File: src/rtl/seg7_scan_display.sv
// seg7_scan_display: holds a 32-bit word and scans it as 8 hex digits onto a
// common-anode 8-digit seven-segment display. A new word only takes effect at
// a frame boundary, so a single scan never mixes two words.
//
// Ports:
//   clk        system clock, rising edge
//   clr        asynchronous active-low reset
//   upd        one-cycle strobe that captures upd_data
//   upd_data   word to display; digit k shows upd_data[4k+3:4k]
//   blank_lz   1 = suppress leading zeros (digit 0 is never blanked)
//   an         digit enables, active-low; an[0] is the rightmost digit
//   seg        segments, active-low; seg[0..6] = a..g, seg[7] = dp
//   frame_done one-cycle pulse in the cycle after each frame boundary
module seg7_scan_display #(
    parameter int unsigned CLK_DIV = 100000
) (
    input  logic        clk,
    input  logic        clr,
    input  logic        upd,
    input  logic [31:0] upd_data,
    input  logic        blank_lz,
    output logic [7:0]  an,
    output logic [7:0]  seg,
    output logic        frame_done
);

    localparam int unsigned PW = $clog2(CLK_DIV);
    localparam logic [PW-1:0] PRESC_MAX = PW'(CLK_DIV - 1);

    logic [PW-1:0] presc, presc_nxt;
    logic [2:0]    idx, idx_nxt;
    logic [31:0]   shown, shown_nxt;
    logic [31:0]   pend_data, pend_data_nxt;
    logic          pend, pend_nxt;

    logic          tick;
    logic          boundary;
    logic [3:0]    nib;
    logic [2:0]    hi;
    logic          blank;
    logic [7:0]    an_nxt;
    logic [7:0]    seg_nxt;

    // Hex digit to active-low segment code, decimal point off.
    function automatic logic [7:0] seg_code(input logic [3:0] n);
        logic [7:0] c;
        case (n)
            4'h0: c = 8'hC0;
            4'h1: c = 8'hF9;
            4'h2: c = 8'hA4;
            4'h3: c = 8'hB0;
            4'h4: c = 8'h99;
            4'h5: c = 8'h92;
            4'h6: c = 8'h82;
            4'h7: c = 8'hF8;
            4'h8: c = 8'h80;
            4'h9: c = 8'h90;
            4'hA: c = 8'h88;
            4'hB: c = 8'h83;
            4'hC: c = 8'hC6;
            4'hD: c = 8'hA1;
            4'hE: c = 8'h86;
            default: c = 8'h8E;
        endcase
        return c;
    endfunction

    // Prescaler, digit index and word handshake next-state.
    always_comb begin
        tick          = (presc == PRESC_MAX);
        boundary      = tick && (idx == 3'd7);
        presc_nxt     = tick ? '0 : presc + PW'(1);
        idx_nxt       = tick ? idx + 3'd1 : idx;
        shown_nxt     = shown;
        pend_data_nxt = pend_data;
        pend_nxt      = pend;

        if (boundary) begin
            // A strobe on the boundary itself beats the older pending word.
            if (upd) begin
                shown_nxt = upd_data;
            end else if (pend) begin
                shown_nxt = pend_data;
            end
            pend_nxt = 1'b0;
        end else if (upd) begin
            pend_data_nxt = upd_data;
            pend_nxt      = 1'b1;
        end
    end

    // Output stage: current digit select, segment decode, leading-zero blanking.
    always_comb begin
        nib = shown[{idx, 2'b00} +: 4];
        hi  = 3'd0;
        for (int i = 0; i < 8; i++) begin
            if (shown[i*4 +: 4] != 4'd0) begin
                hi = 3'(i);
            end
        end
        blank   = blank_lz && (idx > hi);
        an_nxt  = ~(8'd1 << idx);
        seg_nxt = blank ? 8'hFF : seg_code(nib);
    end

    always_ff @(posedge clk or negedge clr) begin
        if (!clr) begin
            presc      <= '0;
            idx        <= 3'd0;
            shown      <= 32'd0;
            pend_data  <= 32'd0;
            pend       <= 1'b0;
            an         <= 8'hFF;
            seg        <= 8'hFF;
            frame_done <= 1'b0;
        end else begin
            presc      <= presc_nxt;
            idx        <= idx_nxt;
            shown      <= shown_nxt;
            pend_data  <= pend_data_nxt;
            pend       <= pend_nxt;
            an         <= an_nxt;
            seg        <= seg_nxt;
            frame_done <= boundary;
        end
    end

endmodule

File: config.mk
export PLATFORM = sky130hd
export DESIGN_NAME = seg7_scan_display
export DESIGN_NICKNAME = d
export VERILOG_FILES = /design/src/rtl/seg7_scan_display.sv
export SDC_FILE = /design/constraint.sdc
export NUM_CORES = 1
export LEC_CHECK = 0
export ABC_AREA = 1
export CELL_PAD_IN_SITES_DETAIL_PLACEMENT = 1
export CELL_PAD_IN_SITES_GLOBAL_PLACEMENT = 1
export CORE_UTILIZATION = 39
export DETAILED_ROUTE_END_ITERATION = 16
export MAX_ROUTING_LAYER = met4
export PLACE_DENSITY = 0.87
export SYNTH_ARGS = -nofsm -noshare
export SYNTH_HDL_FRONTEND = slang
export SYNTH_SLANG_ARGS = --single-unit
File: constraint.sdc
create_clock -name clk -period 2.1 [get_ports clk]
set_clock_uncertainty 0.2 [all_clocks]
set_input_delay 0.42 -clock clk [delete_from_list [all_inputs] [get_ports clk]]
set_output_delay 0.42 -clock clk [all_outputs]
set_load 0.01 [all_outputs]
==> metrics.txt <==
CP Class flop to flop; largest net degree at the start of global routing 39; Fin Hold WS 0.249 ns; Synth Warn # 0; grt ovf 0; most frequent CP cell nor2_2; diode count 0; outcome complete, but fails checks; detailed placer's ending HPWL 10.1 mm; CP Max Fanout 4; Startpoint Class flop; first-pass GRT wire length 23.8 mm; CORE AREA 0.0132 mm²; GR Util All Layers 0.220; vias post-DR 4,561; register area share after synthesis 0.479; pwr dens 618 mW/mm²; initial antenna violation count 0; NetSw 0.923 mW; Area Growth Syn to Fin 28.4%; DRC 0; WL/cell 16.2 µm; Synth Register Bits 101; layout cells sized above 1 0.216; I/O Buffers 51; Max-Cap Viols 0; Critical Path, Cell by Cell nor4_4 -> nand2_2 -> buf_6 -> nor2_2 -> ha_1 -> buf_4 -> nand3_1 -> nand2_1 -> nor2_2 -> inv_2 -> nand3_2; Logic pwr share 0.072; final setup fails 7; Mapped Area 0.00531 mm²; Die Y 119 µm; DR pass1 iterations 4; worst skew pair latency 0.36 ns; Peak VDD IR 450 µV; failing checks negative setup slack; worst path required time 2.20 ns; Post-DRT Antenna Nets 0; Peak Freq 433 MHz; Row Count 42; DR iter-0 viols 238; Syn Inst Count 618; post-synthesis net count 670; Sink Count 101; H-Tree Depth 3; width of the die 119 µm; number of vias per cell 5.11; internal power 3.29 mW; Num CTS Buffers 9; fin crit share 1.10; Final Slew Violations 0; Final nets 764; fin crit period 2.31 ns; hold violation total from the final report 0; routability cong. 0.903; Routed Wire Length 14.5 mm; Post-Syn Area per Cell 8.60 µm²; Pleak 3.39 nW; clk slew on worst S/H paths 0.07 ns; Setup crit end kind flop; vias in the first global route 4,967; Cell variety after synth 33; setup tns final -1.31 ns; RSZ-0062 raised after global routing true; die footprint 0.0141 mm²; Hold WC Path Type input pin to flop; CTS tree yes; Reg power frac 0.482; max incr delay on CP 0.42 ns; Layout fillers 1,555; Core Util, Final 0.515; Switching Share 0.219; Clk pwr share 0.446; root buffer cell clkbuf_16; io pins 53; clock buffer depth 2; highest-delay cell along the critical path dfrtp_1; critical path arrival 2.41 ns; final setup margin -0.207 ns; initial core utilization 0.401
layout by cell type (no fill, tap or decap), drive strengths merged, types with 3 or more instances in the layout:
master         Yosys  final
clkbuf             1     12
xor2               7      7
inv               64     64
a21oi              5      5
ha                16     16
clkdlybuf4s50      0     49
dfstp             15     15
bufinv             0      3
mux2i             32     32
buf               25     57
dfrtp             86     86
o21ai             42     42
nand2            194    195
nand4              4      4
nand3             77     77
nor2              38     38
nor4               5      5
area by class of cell:
type | instances | area (µm²) | area share
clock inverter | 4 | 97.6 | 0.0143
multi-input combinational | 428 | 2450 | 0.359
timing repair buffer | 108 | 1030 | 0.151
inverter | 64 | 245 | 0.0359
clock buffer | 11 | 233 | 0.0341
sequential | 101 | 2550 | 0.373
tap | 176 | 220 | 0.0323
kinds of logic (layout without fill, tap and decap cells):
logic type,count (synthesis),count (layout),share of synthesized area
flops,101,101,0.479
fa+ha+maj,16,16,0.0377
compound gates,49,49,0.0695
buf+inv,90,187,0.0812
mux,32,32,0.0603
simple gates,321,322,0.258
other cells,1,1,0.000706
xor+xnor,8,8,0.0132
metrics by stage:
| step | instance area, µm² | power (mW) | setup WS [ns] | cells |
|---|---|---|---|---|
| after floorplan | 5310 | 2.20 | 0.0546 | 618 |
| after global placement | 6300 | 2.34 | -0.152 | 869 |
| after detailed placement | 6300 | 2.36 | -0.299 | 869 |
| after CTS | 6720 | 4.25 | -0.112 | 886 |
| after global routing | 6820 | 4.37 | -0.363 | 892 |
| final | 6820 | 4.21 | -0.207 | 892 |
cells in the mapped netlist:
| master | count | area, µm² |
|---|---|---|
| xor2_1 | 7 | 61.3 |
| buf_1 | 3 | 11.3 |
| a21oi_1 | 5 | 25.0 |
| nor3_1 | 1 | 5.00 |
| inv_1 | 58 | 218 |
| nor2_1 | 34 | 128 |
| xnor2_1 | 1 | 8.76 |
| o21ai_1 | 1 | 5.00 |
| nor4_1 | 5 | 31.3 |
| dfrtp_1 | 86 | 2150 |
| o21ai_2 | 32 | 280 |
| ha_1 | 16 | 200 |
| inv_2 | 5 | 18.8 |
| nand2_1 | 187 | 702 |
| dfstp_2 | 15 | 394 |
| o21ai_0 | 9 | 45.0 |
| or2_2 | 1 | 6.26 |
| nand2_4 | 2 | 22.5 |
| nand2_2 | 5 | 31.3 |
| buf_2 | 10 | 50.1 |
| nor2_2 | 3 | 18.8 |
| and2_1 | 1 | 6.26 |
| nand4_1 | 4 | 25.0 |
| buf_6 | 9 | 101 |
| conb_1 | 1 | 3.75 |
| inv_4 | 1 | 6.26 |
| mux2i_1 | 32 | 320 |
| clkbuf_1 | 1 | 3.75 |
| a211oi_1 | 1 | 7.51 |
| buf_4 | 3 | 22.5 |
| nand3_1 | 77 | 385 |
| nor2_4 | 1 | 11.3 |
| a31oi_1 | 1 | 6.26 |
power groups by stage:
stage	clock network, mW	registers (mW)	logic, mW
2_1_floorplan	0	2.06	0.146
3_3_place_gp	0	2.06	0.283
3_5_place_dp	0	2.07	0.298
4_1_cts	1.92	2.03	0.305
5_1_grt	2.00	2.04	0.333
6_report	1.88	2.03	0.302
metal layers:
metal | share of wire | track usage | up-vias
li1 | - | - | 2159
met1 | 0.42 | 0.246 | 2301
met2 | 0.53 | 0.392 | 76
met3 | 0.028 | 0.0420 | 25
met4 | 0.019 | 0.0744 | 0
met5 | 0 | - | -
state kept, by name, summed over array words and instances (netlist names):
signal,count
idx,3
pend_data,32
frame_done,1
presc,17
seg,7
an,8
pend,1
shown,32
what timing repair did:
item	CTS	global route
hold buffers	1	0
endpoints found under the setup margin	29	58
gates resized for setup	13	11
setup buffers	1	4
cloned	0	2
hold endpoints to repair	15	0
pin swaps	7	17
worst paths after layout:
path | startpoint | to | slack, ns | cells past startpoint
max | shown[17] | seg[2] | -0.21 | 11
max reg2reg | shown[17] | seg[2] | -0.21 | 11
max in group asynchronous | clr | presc[14] | 0.75 | 3
min in group asynchronous | clr | frame_done | 0.36 | 2
min | upd | pend | 0.25 | 4
min reg2reg | presc[0] | presc[0] | 0.26 | 1
critical path, delay by kind of cell, from the launching register on:
kind                     cells  cell delay, ns
flip-flops                   1            0.42
buffers and inverters        3            0.38
adder cells (fa/ha/maj)      1            0.25
AND/OR/NAND/NOR              7            1.00
(Power assumes the default switching activity.)
